File: config.mk
export PLATFORM = sky130hd
export DESIGN_NAME = instr_fetch_decode
export DESIGN_NICKNAME = d
export VERILOG_FILES = /design/src/rtl/cpu_pkg.sv /design/src/rtl/ctrl_decode.sv /design/src/rtl/instr_fetch_decode.sv
export SDC_FILE = /design/constraint.sdc
export NUM_CORES = 1
export LEC_CHECK = 0
export ABC_CLOCK_PERIOD_IN_PS = 4820
export CAP_MARGIN = 20
export CELL_PAD_IN_SITES_DETAIL_PLACEMENT = 1
export CELL_PAD_IN_SITES_GLOBAL_PLACEMENT = 2
export CORE_MARGIN = 2
export CORE_UTILIZATION = 24
export DETAILED_ROUTE_END_ITERATION = 8
export PLACE_DENSITY_LB_ADDON = 0.1
export SLEW_MARGIN = 20
export SYNTH_ARGS = -nofsm -noshare
export SYNTH_HDL_FRONTEND = slang
export SYNTH_SLANG_ARGS = --single-unit
File: constraint.sdc
create_clock -name Clk -period 4.82 [get_ports Clk]
set_input_delay 0.964 -clock Clk [delete_from_list [all_inputs] [get_ports Clk]]
set_output_delay 0.964 -clock Clk [all_outputs]
set_load 0.02 [all_outputs]
File: src/rtl/cpu_pkg.sv
// ============================================================================
// Module   : cpu_pkg
// Brief    : Shared ISA constants, FSM state encoding and control bundle.
// Revision : 1.0 - initial release
// ============================================================================
`default_nettype none

package cpu_pkg;

  typedef enum logic [1:0] {
    S_FETCH   = 2'd0,
    S_DECODE  = 2'd1,
    S_EXECUTE = 2'd2,
    S_WB      = 2'd3
  } state_t;

  localparam logic [1:0] OP_ADD = 2'b00;
  localparam logic [1:0] OP_LW  = 2'b01;
  localparam logic [1:0] OP_SW  = 2'b10;
  localparam logic [1:0] OP_J   = 2'b11;

  typedef struct packed {
    logic reg_write;
    logic mem_read;
    logic mem_write;
    logic alu_src;
    logic mem_to_reg;
    logic reg_dst;
  } ctrl_t;

  function automatic logic [7:0] sext2(input logic [1:0] v);
    return {{6{v[1]}}, v};
  endfunction

endpackage

`default_nettype wire

File: src/rtl/ctrl_decode.sv
// ============================================================================
// Module   : ctrl_decode
// Brief    : Moore control decode from (state, opcode) to datapath strobes.
// Revision : 1.0 - initial release
// ============================================================================
`default_nettype none

module ctrl_decode
  import cpu_pkg::*;
(
  input  state_t     i_state,
  input  logic [1:0] i_op,
  output ctrl_t      o_ctrl
);

  logic w_is_lw;
  logic w_is_sw;
  logic w_is_add;

  assign w_is_lw  = (i_op == OP_LW);
  assign w_is_sw  = (i_op == OP_SW);
  assign w_is_add = (i_op == OP_ADD);

  always_comb begin
    o_ctrl = '0;
    unique case (i_state)
      S_EXECUTE: begin
        o_ctrl.mem_write  = w_is_sw;
        o_ctrl.alu_src    = w_is_lw | w_is_sw;
        o_ctrl.mem_read   = w_is_lw;
        o_ctrl.mem_to_reg = w_is_lw;
        o_ctrl.reg_dst    = w_is_add;
      end
      S_WB: begin
        o_ctrl.reg_write  = w_is_add | w_is_lw;
        o_ctrl.alu_src    = w_is_lw;
        o_ctrl.mem_read   = w_is_lw;
        o_ctrl.mem_to_reg = w_is_lw;
        o_ctrl.reg_dst    = w_is_add;
      end
      default: o_ctrl = '0;
    endcase
  end

endmodule

`default_nettype wire

File: src/rtl/instr_fetch_decode.sv
// ============================================================================
// Module   : instr_fetch_decode
// Brief    : Multi-cycle fetch/decode/control unit holding PC, IR and FSM.
// Revision : 1.0 - initial release
// ============================================================================
`default_nettype none

module instr_fetch_decode
  import cpu_pkg::*;
(
  input  logic       Clk,
  input  logic       Clear,
  input  logic       Run,
  output logic [7:0] Imem_Addr,
  input  logic [7:0] Imem_Data,
  output logic [7:0] Instruction,
  output logic [3:0] Instruction52,
  output logic [1:0] Write_Register,
  output logic       RegWrite,
  output logic       MemRead,
  output logic       MemWrite,
  output logic       ALUSrc,
  output logic       MemtoReg,
  output logic [7:0] Sign_Ext,
  output logic [7:0] PC,
  output logic [1:0] State
);

  state_t     r_state;
  logic [7:0] r_pc;
  logic [7:0] r_ir;
  logic [1:0] w_op;
  ctrl_t      w_ctrl;

  assign w_op = r_ir[7:6];

  always_ff @(posedge Clk) begin
    if (Clear) begin
      r_state <= S_FETCH;
      r_pc    <= 8'h00;
      r_ir    <= 8'h00;
    end else begin
      unique case (r_state)
        S_FETCH: begin
          if (Run) r_state <= S_DECODE;
        end
        S_DECODE: begin
          r_ir    <= Imem_Data;
          r_pc    <= r_pc + 8'd1;
          r_state <= S_EXECUTE;
        end
        S_EXECUTE: begin
          // Jump offset applies to the PC already advanced in DECODE.
          if (w_op == OP_J) r_pc <= r_pc + {r_ir[5], r_ir[5], r_ir[5:0]};
          r_state <= ((w_op == OP_ADD) || (w_op == OP_LW)) ? S_WB : S_FETCH;
        end
        S_WB:    r_state <= S_FETCH;
        default: r_state <= S_FETCH;
      endcase
    end
  end

  ctrl_decode u_ctrl_decode (
    .i_state (r_state),
    .i_op    (w_op),
    .o_ctrl  (w_ctrl)
  );

  assign Imem_Addr      = r_pc;
  assign PC             = r_pc;
  assign State          = r_state;
  assign Instruction    = r_ir;
  assign Instruction52  = r_ir[5:2];
  assign Sign_Ext       = sext2(r_ir[1:0]);
  assign Write_Register = w_ctrl.reg_dst ? r_ir[1:0] : r_ir[3:2];
  assign RegWrite       = w_ctrl.reg_write;
  assign MemRead        = w_ctrl.mem_read;
  assign MemWrite       = w_ctrl.mem_write;
  assign ALUSrc         = w_ctrl.alu_src;
  assign MemtoReg       = w_ctrl.mem_to_reg;

endmodule

`default_nettype wire

==> run_results.csv <==
group,metric,value,unit
setup_path,slowest_delay,600,ps
synthesis,yosysWarningCount,0,
placed_design,dpl.hpwl,2.541,mm
layout,nFillCells,599,
clock_network,clk_pin_slew,80,ps
route,drt_pass1_iterations,3,
sta,setup_viol,0,
synthesis,synthAdderAreaFrac,10.70,%
clock_network,clk_path_buf_depth,2,
grt,grt_pass1_vias,1121,
sta,timing.hold.ws,500.2,ps
power_and_ir_drop,p_total,0.4009,mW
status,outcome,"completed",
synthesis,yosysTopAreaCell,"dfxtp_1",
clock_network,h-tree-depth,1,
synthesis,synth_fp_nets,173,
setup_path,crit_required,3860,ps
clock_network,cts_setup_buffers,0,
die,coreArea,5042,µm²
setup_path,path_cells,"nor2b_1 -> and2_1 -> clkdlybuf4s50_1",
route,wl_per_cell,13.39,µm
power_and_ir_drop,p_per_area,228.2,nW/µm²
synthesis,syn-instance-count,152,
power_and_ir_drop,ir_drop,0.07825,mV
synthesis,synth_most_common_cell,"nand2_1",
setup_path,cp-start-kind,"flip-flop",
layout,final_nets,208,
grt,grt_max_degree,20,
synthesis,synthTopCellsByArea,"dfxtp_1 29%, buf_4 13%, ha_1 9.1%",
synthesis,yosys.area_share.simple,23.61,%
setup_path,critPathKind,"flip-flop to primary output",
synthesis,synth.top_cells.by_count,"25 x nand2_1, 22 x buf_4, 18 x dfxtp_1",
grt,grt_pass1_wl,5.319,mm
die,die_w,75.88,µm
synthesis,synth-xor-area-share,2.119,%
placed_design,gp_congestion,0.7312,
sta,max_slew_margin,47.54,%
clock_network,ctsHoldBuffers,0,
clock_network,cts_resized,0,
sta,finalCritPeriodShare,64.07,%
grt,grt_overflow,0,
setup_path,critPathCaptureType,"primary output",
synthesis,synth_edf_count,0,
sta,worst_pin_slew,784.4,ps
sta,hold_violations,0,
route,drtAntennaViolNets,0,
min_path,min-delay-path-class,"flip-flop to flip-flop",
sta,drv_slew,0,
setup_path,path_max_fanout,13,
synthesis,synth_seq_cells,18,
die,start_util,24.59,%
synthesis,synthMuxAreaShare,4.339,%
sta,skew,8.619,ps
setup_path,critPathArrivalTime,2120,ps
synthesis,async_flop_share,0,%
clock_network,clock_sinks,18,
placed_design,dp_slack,1933,ps
die,fp.dieH,75.88,µm
layout,fin_area,1757,µm²
synthesis,synth_cell_types,34,
synthesis,synth_top_family_by_area,"simple AND/OR/NAND/NOR gates",
synthesis,yosys.area.top_type_share,29.06,%
route,drt_iter0_drc,13,
sta,fmax,323.8,MHz
clock_network,cts_buffers,3,
route,vias,1119,
layout,syn_to_final_growth,41.67,%
placed_design,portBuffers,55,
sta,rsz0062_at_grt,"false",
synthesis,seq_area_frac_synth,29.06,%
die,ios,56,
synthesis,synth-compound-area-share,14.43,%
die,rows,26,
route,drcViolationCount,0,
sta,finalSetupTns,0,ps
clock_network,clock_latency,260,ps
die,dieArea,5757,µm²
route,viasPerCell,4.371,
placed_design,dpl_cell_area,1702,µm²
layout,drive_above_1_share,3.763,%
synthesis,avgSynthCellArea,8.157,µm²
sta,post-route-min-period,3088,ps
layout,antenna_cells,0,
power_and_ir_drop,p_leak,0.6779,nW
route,finalWirelength,3.428,mm
clock_network,cts_tree,"yes",
grt,antenna_found_initial,0,
grt,grtUsageTotal,12.32,%
synthesis,ys.flop_type,"dfxtp_1",
clock_network,root_buffer,"clkbuf_8",
sta,final.setup.worst_slack,1732,ps
setup_path,slowest_stage,"clkdlybuf4s50_1",
flow_run,maxCapViolCount,0,
synthesis,netlist_area,1240,µm²
cells in the final DEF (no fill, tap or decap), types with 2 or more instances in the layout:
| cell type | synthesis | final |
|---|---|---|
| nand2_1 | 25 | 25 |
| o21ai_0 | 3 | 3 |
| and2_1 | 7 | 7 |
| dfxtp_1 | 18 | 18 |
| nand2b_1 | 3 | 3 |
| a21oi_1 | 16 | 16 |
| xnor2_1 | 2 | 2 |
| nor2_1 | 9 | 9 |
| mux2i_1 | 2 | 2 |
| clkdlybuf4s50_1 | 0 | 55 |
| nor2b_1 | 5 | 5 |
| a211oi_1 | 2 | 2 |
| and3_1 | 2 | 2 |
| ha_1 | 9 | 9 |
| inv_1 | 5 | 5 |
| clkbuf_8 | 0 | 4 |
| mux2_2 | 2 | 2 |
kinds of logic (layout without fill, tap and decap cells):
logic type / Yosys count / in the layout
multiplexers: 5 / 5
XOR/XNOR: 3 / 3
adder cells (fa/ha/maj): 10 / 10
buffers and inverters: 30 / 64
AND/OR/NAND/NOR: 57 / 57
flip-flops: 18 / 18
AO/OA/AOI/OAI: 29 / 29
power by group:
part	internal (mW)	switching (mW)	leakage, nW
combinational	0.0487	0.0541	0.503
clock	0.0726	0.0570	0.0288
sequential	0.156	0.0123	0.146
total	0.278	0.123	0.678
layout make-up:
| cell class | count | area (µm²) | share of cell area [%] |
|---|---|---|---|
| Multi-Input combinational cell | 104 | 684.4 | 38.96 |
| Timing Repair Buffer | 55 | 550.5 | 31.34 |
| Sequential cell | 18 | 360.3 | 20.51 |
| Tap cell | 70 | 87.58 | 4.986 |
| Clock buffer | 4 | 55.05 | 3.134 |
| Inverter | 5 | 18.77 | 1.068 |
state kept, by name, summed over array words and instances, names as in the netlist:
name and flops:
Imem_Addr 8, Instruction 8, State 2
path summary, 6_finish.rpt:
check	cells past startpoint	end	slack (ps)	startpoint
worst min register to register	2	Imem_Addr[3]	500	Imem_Addr[3]
worst max register to register	8	Imem_Addr[5]	1960	State[1]
worst min-delay path	2	Imem_Addr[3]	500	Imem_Addr[3]
worst max-delay path	3	MemWrite	1730	State[1]
worst max-delay path, delay by kind of cell (launching register included):
kind	cells	cell delay (ps)
DFF	1	560
buffers and inverters	1	600
and+or+nand+nor	2	700
per-layer routing:
metal / GRT usage [%] / up-vias / share of wire [%]
met3: 1.984 / 2 / 3.8
met2: 20.88 / 25 / 51
li1: - / 557 / -
met1: 15.86 / 535 / 45
met5: 0 / - / 0
met4: 4.094 / 0 / 0.64
per-stage QoR:
step,utilization (%),cells
2_1_floorplan,-,152
3_3_place_gp,33.75,252
3_5_place_dp,33.75,252
4_1_cts,34.84,256
5_1_grt,34.84,256
6_report,34.84,256
No activity file was read; power rests on OpenSTA's default activity.
